--- config.mk ---
export PLATFORM = sky130hd
export DESIGN_NAME = coffee_brew_ctrl_flat
export DESIGN_NICKNAME = d
export VERILOG_FILES = /design/src/rtl/coffee_pkg.sv /design/src/rtl/coffee_brew_ctrl_if.sv /design/src/rtl/brew_timer.sv /design/src/rtl/coffee_brew_ctrl.sv /design/src/flat_wrapper.sv
export SDC_FILE = /design/constraint.sdc
export NUM_CORES = 1
export LEC_CHECK = 0
export ABC_AREA = 1
export CORE_MARGIN = 2
export CORE_UTILIZATION = 25
export DETAILED_ROUTE_END_ITERATION = 12
export DONT_BUFFER_PORTS = 1
export GPL_TIMING_DRIVEN = 1
export RECOVER_POWER = 100
export SLEW_MARGIN = 20
export SYNTH_ARGS = -nofsm -noshare
export SYNTH_HDL_FRONTEND = slang
export SYNTH_SLANG_ARGS = --single-unit
--- constraint.sdc ---
create_clock -name clk -period 6.1 [get_ports clk]
set_input_delay 1.22 -clock clk [delete_from_list [all_inputs] [get_ports clk]]
set_output_delay 1.22 -clock clk [all_outputs]
set_load 0.1 [all_outputs]
--- src/rtl/coffee_pkg.sv ---
// Shared state encoding, default widths/prices and the price lookup for the brew controller.
package coffee_pkg;

    localparam int unsigned CREDIT_W_DEF = 4;
    localparam int unsigned PRICE_0_DEF  = 3;
    localparam int unsigned PRICE_1_DEF  = 5;
    localparam int unsigned PRICE_2_DEF  = 7;
    localparam int unsigned PRICE_3_DEF  = 9;

    typedef enum logic [2:0] {
        StIdle,
        StHeat,
        StBrew,
        StDisp,
        StChange
    } brew_state_e;

    function automatic int unsigned price_of(
        input logic [1:0]  sel,
        input int unsigned p0 = PRICE_0_DEF,
        input int unsigned p1 = PRICE_1_DEF,
        input int unsigned p2 = PRICE_2_DEF,
        input int unsigned p3 = PRICE_3_DEF
    );
        int unsigned price;
        unique case (sel)
            2'd0: price = p0;
            2'd1: price = p1;
            2'd2: price = p2;
            2'd3: price = p3;
        endcase
        return price;
    endfunction

endpackage

--- src/rtl/coffee_brew_ctrl_if.sv ---
// Coin/button inputs and actuator/status outputs of the brew controller.
interface coffee_brew_ctrl_if #(
    parameter int unsigned CREDIT_W = coffee_pkg::CREDIT_W_DEF
);
    logic                coin_one;
    logic                coin_five;
    logic [1:0]          sel;
    logic                start;
    logic                cancel;
    logic [CREDIT_W-1:0] credit;
    logic                heater_on;
    logic                pump_on;
    logic                cup_release;
    logic                change_one;
    logic                coin_reject;
    logic                busy;

    modport master (
        output coin_one, coin_five, sel, start, cancel,
        input  credit, heater_on, pump_on, cup_release, change_one, coin_reject, busy
    );

    modport slave (
        input  coin_one, coin_five, sel, start, cancel,
        output credit, heater_on, pump_on, cup_release, change_one, coin_reject, busy
    );
endinterface

--- src/rtl/brew_timer.sv ---
// Loadable down-counter used for phase durations and the change-return gap.
module brew_timer #(
    parameter int unsigned TMR_W = 8
) (
    input  logic             clk,
    input  logic             reset,
    input  logic             load,
    input  logic [TMR_W-1:0] value,
    output logic [TMR_W-1:0] count,
    output logic             done
);

    logic [TMR_W-1:0] count_q;

    always_ff @(posedge clk) begin
        if (reset) begin
            count_q <= '0;
        end else if (load) begin
            count_q <= value;
        end else if (count_q != '0) begin
            count_q <= count_q - TMR_W'(1);
        end
    end

    assign count = count_q;
    assign done  = (count_q == '0);

endmodule

--- src/rtl/coffee_brew_ctrl.sv ---
// Coffee maker sequencer: coin credit, price check, heat/brew/dispense phases, change return.
module coffee_brew_ctrl
    import coffee_pkg::*;
#(
    parameter int unsigned CREDIT_W   = CREDIT_W_DEF,
    parameter int unsigned PRICE_0    = PRICE_0_DEF,
    parameter int unsigned PRICE_1    = PRICE_1_DEF,
    parameter int unsigned PRICE_2    = PRICE_2_DEF,
    parameter int unsigned PRICE_3    = PRICE_3_DEF,
    parameter int unsigned TMR_W      = 8,
    parameter int unsigned HEAT_CYC   = 16,
    parameter int unsigned BREW_CYC   = 32,
    parameter int unsigned DISP_CYC   = 8,
    parameter int unsigned CHANGE_GAP = 2
) (
    input logic               clk,
    input logic               reset,
    coffee_brew_ctrl_if.slave bus
);

    localparam int unsigned      SUM_W      = CREDIT_W + 1;
    localparam logic [SUM_W-1:0] CREDIT_MAX = SUM_W'((1 << CREDIT_W) - 1);
    // Timer runs value..0, so a phase of N cycles loads N-1.
    localparam logic [TMR_W-1:0] HEAT_LOAD  = TMR_W'(HEAT_CYC - 1);
    localparam logic [TMR_W-1:0] BREW_LOAD  = TMR_W'(BREW_CYC - 1);
    localparam logic [TMR_W-1:0] DISP_LOAD  = TMR_W'(DISP_CYC - 1);
    localparam logic [TMR_W-1:0] GAP_LOAD   = TMR_W'(CHANGE_GAP);

    brew_state_e         state_q, state_d;
    logic [CREDIT_W-1:0] credit_q, credit_d, credit_kept;
    logic [SUM_W-1:0]    coin_add, coin_sum;
    logic                coin_any, coin_ovf, paid;
    int unsigned         price;
    logic                tmr_load, tmr_done;
    logic [TMR_W-1:0]    tmr_value, tmr_count;
    logic                reject_d, change_d;
    logic                heater_q, pump_q, cup_q, change_q, reject_q, busy_q;

    brew_timer #(
        .TMR_W (TMR_W)
    ) u_timer (
        .clk   (clk),
        .reset (reset),
        .load  (tmr_load),
        .value (tmr_value),
        .count (tmr_count),
        .done  (tmr_done)
    );

    assign coin_any    = bus.coin_one | bus.coin_five;
    assign coin_add    = (bus.coin_one ? SUM_W'(1) : '0) + (bus.coin_five ? SUM_W'(5) : '0);
    assign coin_sum    = {1'b0, credit_q} + coin_add;
    assign coin_ovf    = (coin_sum > CREDIT_MAX);
    assign credit_kept = coin_ovf ? credit_q : coin_sum[CREDIT_W-1:0];
    assign price       = price_of(bus.sel, PRICE_0, PRICE_1, PRICE_2, PRICE_3);
    // Price check uses the pre-coin credit; coins arriving with start still count afterwards.
    assign paid        = (32'(credit_q) >= price);

    always_comb begin
        state_d   = state_q;
        credit_d  = credit_q;
        tmr_load  = 1'b0;
        tmr_value = '0;
        reject_d  = coin_any;
        unique case (state_q)
            StIdle: begin
                reject_d = coin_any && coin_ovf;
                credit_d = credit_kept;
                if (bus.cancel) begin
                    if (credit_q != '0) begin
                        state_d  = StChange;
                        tmr_load = 1'b1;
                    end
                end else if (bus.start && paid) begin
                    state_d   = StHeat;
                    credit_d  = credit_kept - CREDIT_W'(price);
                    tmr_load  = 1'b1;
                    tmr_value = HEAT_LOAD;
                end
            end
            StHeat: begin
                if (tmr_done) begin
                    state_d   = StBrew;
                    tmr_load  = 1'b1;
                    tmr_value = BREW_LOAD;
                end
            end
            StBrew: begin
                if (tmr_done) begin
                    state_d   = StDisp;
                    tmr_load  = 1'b1;
                    tmr_value = DISP_LOAD;
                end
            end
            StDisp: begin
                if (tmr_done) begin
                    state_d  = (credit_q != '0) ? StChange : StIdle;
                    tmr_load = (credit_q != '0);
                end
            end
            StChange: begin
                if (tmr_done) begin
                    if (credit_q != '0) begin
                        credit_d = credit_q - CREDIT_W'(1);
                    end
                    if (credit_q <= CREDIT_W'(1)) begin
                        state_d = StIdle;
                    end else begin
                        tmr_load  = 1'b1;
                        tmr_value = GAP_LOAD;
                    end
                end
            end
            default: state_d = StIdle;
        endcase
    end

    // A pulse cycle is a CHANGE cycle whose timer reads zero; predict it one edge ahead.
    assign change_d = (state_d == StChange) &&
                      (tmr_load ? (tmr_value == '0) : (tmr_count == TMR_W'(1)));

    always_ff @(posedge clk) begin
        if (reset) begin
            state_q  <= StIdle;
            credit_q <= '0;
            heater_q <= 1'b0;
            pump_q   <= 1'b0;
            cup_q    <= 1'b0;
            change_q <= 1'b0;
            reject_q <= 1'b0;
            busy_q   <= 1'b0;
        end else begin
            state_q  <= state_d;
            credit_q <= credit_d;
            heater_q <= (state_d == StHeat) || (state_d == StBrew);
            pump_q   <= (state_d == StBrew);
            cup_q    <= (state_d == StDisp);
            change_q <= change_d;
            reject_q <= reject_d;
            busy_q   <= (state_d != StIdle);
        end
    end

    assign bus.credit      = credit_q;
    assign bus.heater_on   = heater_q;
    assign bus.pump_on     = pump_q;
    assign bus.cup_release = cup_q;
    assign bus.change_one  = change_q;
    assign bus.coin_reject = reject_q;
    assign bus.busy        = busy_q;

endmodule

--- src/flat_wrapper.sv ---
// flat-port wrapper written by rule: the top's interface ports become plain ports
module coffee_brew_ctrl_flat import coffee_pkg::*;
#(
    parameter int unsigned CREDIT_W   = CREDIT_W_DEF,
    parameter int unsigned PRICE_0    = PRICE_0_DEF,
    parameter int unsigned PRICE_1    = PRICE_1_DEF,
    parameter int unsigned PRICE_2    = PRICE_2_DEF,
    parameter int unsigned PRICE_3    = PRICE_3_DEF,
    parameter int unsigned TMR_W      = 8,
    parameter int unsigned HEAT_CYC   = 16,
    parameter int unsigned BREW_CYC   = 32,
    parameter int unsigned DISP_CYC   = 8,
    parameter int unsigned CHANGE_GAP = 2
)
  (clk, reset, bus_coin_one, bus_coin_five, bus_sel, bus_start, bus_cancel, bus_credit, bus_heater_on, bus_pump_on, bus_cup_release, bus_change_one, bus_coin_reject, bus_busy);
  coffee_brew_ctrl_if #(.CREDIT_W(CREDIT_W)) bus_i ();
  input logic clk;
  input logic reset;
  input wire logic [$bits(bus_i.coin_one)-1:0] bus_coin_one;
  input wire logic [$bits(bus_i.coin_five)-1:0] bus_coin_five;
  input wire logic [$bits(bus_i.sel)-1:0] bus_sel;
  input wire logic [$bits(bus_i.start)-1:0] bus_start;
  input wire logic [$bits(bus_i.cancel)-1:0] bus_cancel;
  output wire logic [$bits(bus_i.credit)-1:0] bus_credit;
  output wire logic [$bits(bus_i.heater_on)-1:0] bus_heater_on;
  output wire logic [$bits(bus_i.pump_on)-1:0] bus_pump_on;
  output wire logic [$bits(bus_i.cup_release)-1:0] bus_cup_release;
  output wire logic [$bits(bus_i.change_one)-1:0] bus_change_one;
  output wire logic [$bits(bus_i.coin_reject)-1:0] bus_coin_reject;
  output wire logic [$bits(bus_i.busy)-1:0] bus_busy;
  assign bus_i.coin_one = bus_coin_one;
  assign bus_i.coin_five = bus_coin_five;
  assign bus_i.sel = bus_sel;
  assign bus_i.start = bus_start;
  assign bus_i.cancel = bus_cancel;
  assign bus_credit = bus_i.credit;
  assign bus_heater_on = bus_i.heater_on;
  assign bus_pump_on = bus_i.pump_on;
  assign bus_cup_release = bus_i.cup_release;
  assign bus_change_one = bus_i.change_one;
  assign bus_coin_reject = bus_i.coin_reject;
  assign bus_busy = bus_i.busy;
  coffee_brew_ctrl #(.CREDIT_W(CREDIT_W), .PRICE_0(PRICE_0), .PRICE_1(PRICE_1), .PRICE_2(PRICE_2), .PRICE_3(PRICE_3), .TMR_W(TMR_W), .HEAT_CYC(HEAT_CYC), .BREW_CYC(BREW_CYC), .DISP_CYC(DISP_CYC), .CHANGE_GAP(CHANGE_GAP)) u_core (.clk(clk), .reset(reset), .bus(bus_i));
endmodule
==> summary.txt, run 1 <==
STA
  • Fin crit share: approximately 63%
  • Highest Clock Rate: about 260 MHz
  • Slew at the pin closest to its max-slew limit: 1.638 ns
  • Unrepaired setup endpoints after global routing: no
  • Setup violations, final: 0
  • Slew Limit Fails: 18
  • Clock skew: approximately 0.0034 ns
  • Fin Setup TNS: 0 ns
  • Tmin final: between 3 and 4 ns
  • Slew HR: -9.203%
  • Worst hold slack: about 0.53 ns
  • Hold Vio Cnt, Final: 0

Worst setup path
  • WP data arrival: approximately 4.0 ns
  • Max incr delay on CP: ~1.2 ns
  • Crit end category: flip-flop
  • Reg2Reg Depth: 11
  • Critical path fanouts, max: 10
  • Critical Path Source Type: flip-flop
  • FF-to-FF Start: u_core.bus.credit[3]$_SDFFE_PP0P_
  • Register-to-register setup slack: 2.25 ns
  • Critical R2R Capture: u_core.u_timer.count[2]$_SDFFE_PP0P_
  • Worst path required time: between 6 and 7 ns
  • Cell Chain, Critical Path: clkbuf_1, ha_1, nand2_1, o21bai_2, a21oi_1, nand2_4, nand3_1, clkinvlp_2, nand2_1, nand2_1, a21oi_1
  • Setup CP Type: reg -> reg
  • Crit-path most repeated cell: nand2_1
  • Crit path max-delay cell type: clkbuf_1

Synthesis
  • Yosys top cell area share: 24.65%
  • Synth Flop Type: dfxtp_1
  • Synth Register Bits: 21
  • Ys async rst share: 0%
  • Synthesis Warnings: 0
  • Cell accounting for the most synthesized area: dfxtp_1
  • Syn_nets: approximately 250
  • Sequential cell area fraction in the yosys report: between 20% and 30%
  • Synthesized area: between 1500 and 2000 um2
  • Syn_area_per_cell: between 7 and 8 um2
  • Top cells by area, synth: dfxtp_1, ha_1, nand2_1
  • Post-synth EDFFs: 0
  • Unique masters post-synth: 41
  • Post-synthesis cell count: 222

Clocking
  • CTS root buf: clkbuf_8
  • Max clock buf depth: 2
  • Setup bufs post-CTS: 0
  • Hold-fix buffers, CTS: 0
  • Skew-Pair Late Insertion Delay: approximately 0.26 ns
  • CTS Buf Count: 3
  • CTS H-tree depth: 1
  • Clock-pin slew on the worst setup and hold paths: 0.08 ns
  • TritonCTS Sinks: 21
  • CTS resizes: 0
  • CTS tree: built

Floorplan
  • # rows: 30
  • Die area: 7498 um2
  • Initial Utilization: between 20 and 30%
  • Die span in y: 86.59 um
  • Core area: roughly 6700 um2
  • Io pins: 18
  • Die width: between 80 and 90 um

Place
  • Global placement routability congestion: roughly 0.76
  • Post-DP HPWL: ~2800 um
  • Placed Instances: between 300 and 400
  • Buffers on Ports: 0

Cells and area
  • Leading cell type in the layout, fill and taps excluded: nand2_1
  • # nets final: between 200 and 300
  • Most frequent cells in the layout: nand2_1, inv_1, dfxtp_1, nand3_1, ha_1
  • Synth-to-Final Area Change: 5.209%
  • N_diodes: 0
  • Non-Filler Instances: 309
  • Share of cells above drive strength 1: approximately 18%

Min path
  • Min-delay src: u_core.u_timer.count[1]$_SDFFE_PP0P_
  • Hold Path End: u_core.u_timer.count[1]$_SDFFE_PP0P_
  • Hold Path Class: reg -> reg
  • WHS Path Cells: 2

Outcome
  • Failing checks: capacitance limit, slew limit
  • Status: finished with violations

Pwr
  • Power Dens Cells: 544.0 nW/um2
  • LEAKAGE: approximately 0.84 nW
  • Worst VDD drop: between 0.0002 and 0.00025 V
  • Design Power: ~980 uW

Detailed routing
  • DRC violation count after routing: 0
  • Vias per cell: between 4 and 5
  • DR iter-0 viols: 25
  • Average wire per standard cell: approximately 11 um
  • Antenna Nets Post-Route: 0
  • Vias: approximately 1.4k
  • Pre-antenna DRT Iters: 5
  • Drt total wl: between 3000 and 4000 um

Global route
  • Gr usage total: about a tenth
  • GR peak layer: met2
  • First-pass GRT wire length: 6051 um
  • Largest net degree at the start of global routing: 13
  • Total gr overflow: 0
  • Vias in the first global route: approximately 1.4k
  • Grt met2 use: between 15 and 20%
  • Met1 Usage GRT: between 10% and 20%
  • Initial antenna violation count: 0
  • Met3 Use GR: approximately 1.8%

Run
  • Max_cap viols: 2
==> critical path: cells and delay by family, from the launching register on <==
| kind | cells | cell delay (ns) |
|---|---|---|
| and+or+nand+nor | 5 | 0.73 |
| buffers and inverters | 2 | 1.41 |
| DFF | 1 | 0.37 |
| adders and majority gates | 1 | 0.33 |
| AOI/OAI and AO/OA | 3 | 0.92 |
==> Yosys cell counts, drive strengths merged (2+ instances only) <==
master,number
nor3b,2
ha,16
o211ai,3
dfxtp,21
inv,40
nand3,18
o21ai,15
nand2,42
xor2,6
o21bai,2
a21oi,14
nor3,7
xnor2,2
nor2,23
fa,2
a31oi,3
==> through the flow <==
stage	utilization (%)	worst slack, ns	cell area, um2
after CTS	28.05	2.937	1874
after floorplan	-	2.884	1705
after global placement	27.36	2.731	1828
after global routing	26.85	1.983	1794
after detailed placement	27.36	2.666	1828
final	26.85	2.253	1794
==> cells by family after synthesis <==
family | Yosys count | share of synthesized area, %
and+or+nand+nor | 94 | 31.40
adders and majority gates | 18 | 14.09
DFF | 21 | 24.65
xor gates and xnor gates | 8 | 4.109
buffers and inverters | 42 | 10.05
AOI/OAI and AO/OA | 39 | 15.70
==> registers in the layout, summed over array words and instances, names as in the netlist <==
signal and count:
u_core.bus.credit 4, u_core.u_timer.count 8, u_core.bus.busy 1, u_core.bus.cup_release 1
u_core.bus.heater_on 1, u_core.bus.pump_on 1, u_core.bus.change_one 1, u_core.state_q 3
u_core.bus.coin_reject 1
==> worst max-delay path by stage <==
stage,from,cells after the start,to
6_report,u_core.bus.credit[3]$_SDFFE_PP0P_,11,u_core.u_timer.count[2]$_SDFFE_PP0P_
5_1_grt,u_core.bus.credit[3]$_SDFFE_PP0P_,11,u_core.u_timer.count[3]$_SDFFE_PP0P_
4_1_cts,bus_coin_five,18,u_core.bus.credit[3]$_SDFFE_PP0P_
3_5_place_dp,bus_coin_five,18,u_core.bus.credit[3]$_SDFFE_PP0P_
3_3_place_gp,bus_coin_five,18,u_core.bus.credit[3]$_SDFFE_PP0P_
2_1_floorplan,bus_coin_five,14,u_core.bus.credit[3]$_SDFFE_PP0P_
==> area by class of cell <==
cell class / count / area (um2)
fillers: 754 / 4887
multi-input cells: 159 / 1050
flip-flops and latches: 21 / 420.4
inverters: 41 / 162.7
well taps: 80 / 100.1
clock buffers: 3 / 41.29
repair buffers: 4 / 15.01
clock inverters: 1 / 5.005
==> power breakdown <==
part / internal [mW] / total [mW] / switching (mW)
combinational: 0.199 / 0.617 / 0.418
clock: 0.0455 / 0.0909 / 0.0454
sequential: 0.178 / 0.268 / 0.0896
==> per-layer routing <==
metal,vias up,part of all wire [%]
met1,628,48
met5,-,0
met3,4,3.4
met4,0,1.2
met2,28,47
li1,730,-
Note: power is estimated with default switching activity, not from simulation.
==> run 2: changes to the inputs <==
==> constraint.sdc (replaced) <==
create_clock -name clk -period 3.7 [get_ports clk]
set_input_delay 0.74 -clock clk [delete_from_list [all_inputs] [get_ports clk]]
set_output_delay 0.74 -clock clk [all_outputs]
set_load 0.1 [all_outputs]
==> summary.txt, run 2 (synthesis results as in run 1) <==
Outcome
  • Status: finished with violations
  • Failing checks: capacitance limit, slew limit

Worst setup path
  • Max incr delay on CP: ~1.1 ns
  • Reg2Reg Depth: 11
  • Top delay family on crit path: buffers and inverters
  • Setup CP Type: reg -> reg
  • Crit end category: flip-flop
  • CP Depth: 11
  • Critical Path Source Type: flip-flop
  • Critical R2R Capture: u_core.u_timer.count[3]$_SDFFE_PP0P_
  • WP buf/inv: 2
  • Critical path fanouts, max: 8
  • Cell Chain, Critical Path: clkbuf_1, ha_1, nand2_1, o21bai_1, a21oi_4, nand2_4, nand3_4, inv_4, nand2_4, nand2_1, a31oi_2
  • Worst path required time: slightly below 4 ns
  • Register-to-register setup slack: approximately 0.66 ns
  • WP data arrival: 3.24 ns
  • Crit path max-delay cell type: clkbuf_1
  • FF-to-FF Start: u_core.bus.credit[2]$_SDFFE_PP0P_

Floorplan
  • Die width: between 80 and 90 um
  • Initial Utilization: around a quarter
  • Io pins: 18
  • Die span in y: 86.59 um
  • Core area: about 6700 um2
  • Die area: between 7000 and 8000 um2
  • # rows: 30

Pwr
  • Power Dens Cells: a little over 900 nW/um2
  • Worst VDD drop: ~0.00041 V
  • LEAKAGE: 0.8620 nW
  • Design Power: between 1.5 and 2 mW

Place
  • Global placement routability congestion: 0.8126
  • Post-DP HPWL: 2874 um
  • Buffers on Ports: 0

Clocking
  • Max clock buf depth: 2
  • Clock-pin slew on the worst setup and hold paths: approximately 0.08 ns
  • CTS resizes: 0
  • TritonCTS Sinks: 21
  • CTS root buf: clkbuf_8
  • Setup bufs post-CTS: 0
  • CTS Buf Count: 3
  • Skew-Pair Late Insertion Delay: between 0.2 and 0.3 ns
  • Hold-fix buffers, CTS: 0
  • CTS tree: built
  • CTS H-tree depth: 1

Global route
  • Total gr overflow: 0
  • Gr usage total: roughly 10%
  • Largest net degree at the start of global routing: 13
  • Initial antenna violation count: 0
  • Vias in the first global route: 1284
  • First-pass GRT wire length: roughly 6000 um

Detailed routing
  • Average wire per standard cell: between 10 and 15 um
  • Vias: approximately 1.4k
  • DR iter-0 viols: 33
  • Drt total wl: around 3500 um
  • Vias per cell: around 4.5
  • DRC violation count after routing: 0
  • Antenna Nets Post-Route: 0
  • Pre-antenna DRT Iters: 4

Min path
  • WHS Path Cells: 2
  • Hold Path Class: reg -> reg
  • Hold Path End: u_core.u_timer.count[1]$_SDFFE_PP0P_
  • Min-delay src: u_core.u_timer.count[1]$_SDFFE_PP0P_

Cells and area
  • Most frequent cells in the layout: nand2_1, inv_1, dfxtp_1, nand3_1, ha_1
  • Synth-to-Final Area Change: 7.190%
  • Leading cell type in the layout, fill and taps excluded: nand2_1
  • Max reg flops: 8
  • # nets final: 256
  • Share of cells above drive strength 1: between 15 and 20%
  • N_diodes: 0

STA
  • Hold Vio Cnt, Final: 0
  • Fin Setup TNS: 0 ns
  • Clock skew: approximately 0.0032 ns
  • Unrepaired setup endpoints after global routing: no
  • Fin crit share: between 80% and 90%
  • Slew at the pin closest to its max-slew limit: ~1.5 ns
  • Tmin final: 3.041 ns
  • Slew Limit Fails: 7
  • Setup violations, final: 0
  • Slew HR: -2.795%
  • Highest Clock Rate: around 330 MHz

Run
  • Max_cap viols: 1
[run 2: stage by stage]
| stage | setup slack [ns] | instances | instance area, um2 | util, % | hold WS [ns] |
|---|---|---|---|---|---|
| CTS | 1.025 | 309 | 1874 | 28.05 | 0.5308 |
| global route | 0.4292 | 309 | 1828 | 27.36 | 0.5270 |
| global placement | 0.8084 | 305 | 1828 | 27.36 | 0.4975 |
| finish | 0.6586 | 309 | 1828 | 27.36 | 0.5332 |
| floorplan | 0.6899 | 222 | 1705 | - | 0.4765 |
| detailed placement | 0.7487 | 305 | 1828 | 27.36 | 0.5138 |
[run 2: per-layer routing]
layer | share of wire, % | vias up | GRT usage, %
met1 | 49 | 636 | 13.25
li1 | - | 730 | -
met4 | 1.3 | 0 | 3.409
met3 | 3.8 | 4 | 2.286
met2 | 46 | 16 | 16.15
met5 | 0 | - | 0
[run 2: area by class of cell]
type | count | area, um2
fillers | 745 | 4853
well taps | 80 | 100.1
clock buffers | 3 | 41.29
flip-flops and latches | 21 | 420.4
repair buffers | 4 | 22.52
clock inverters | 1 | 5.005
inverters | 41 | 163.9
multi-input cells | 159 | 1075
[run 2: power by group]
group | total, mW | internal [mW] | switching (mW)
sequential | 0.459 | 0.294 | 0.165
combinational | 1.04 | 0.347 | 0.694
clock | 0.154 | 0.0751 | 0.0790
total | 1.65 | 0.716 | 0.938
[run 2: worst reg2reg max path, delay by kind of cell (launching register included)]
kind,cells,cell delay (ns)
compound gates,3,0.61
fa+ha+maj,1,0.31
buf+inv,2,1.20
flops,1,0.37
simple gates,5,0.48
[run 2: worst max path at each step]
stage,slack (ns),end,startpoint
2_1_floorplan,0.69,u_core.bus.credit[2]$_SDFFE_PP0P_,u_core.bus.credit[0]$_SDFFE_PP0P_
3_3_place_gp,0.81,u_core.bus.credit[3]$_SDFFE_PP0P_,bus_coin_five
3_5_place_dp,0.75,u_core.bus.credit[3]$_SDFFE_PP0P_,bus_coin_five
4_1_cts,1.02,u_core.bus.credit[3]$_SDFFE_PP0P_,bus_coin_five
5_1_grt,0.43,u_core.u_timer.count[1]$_SDFFE_PP0P_,u_core.bus.credit[2]$_SDFFE_PP0P_
6_report,0.66,u_core.u_timer.count[3]$_SDFFE_PP0P_,u_core.bus.credit[2]$_SDFFE_PP0P_
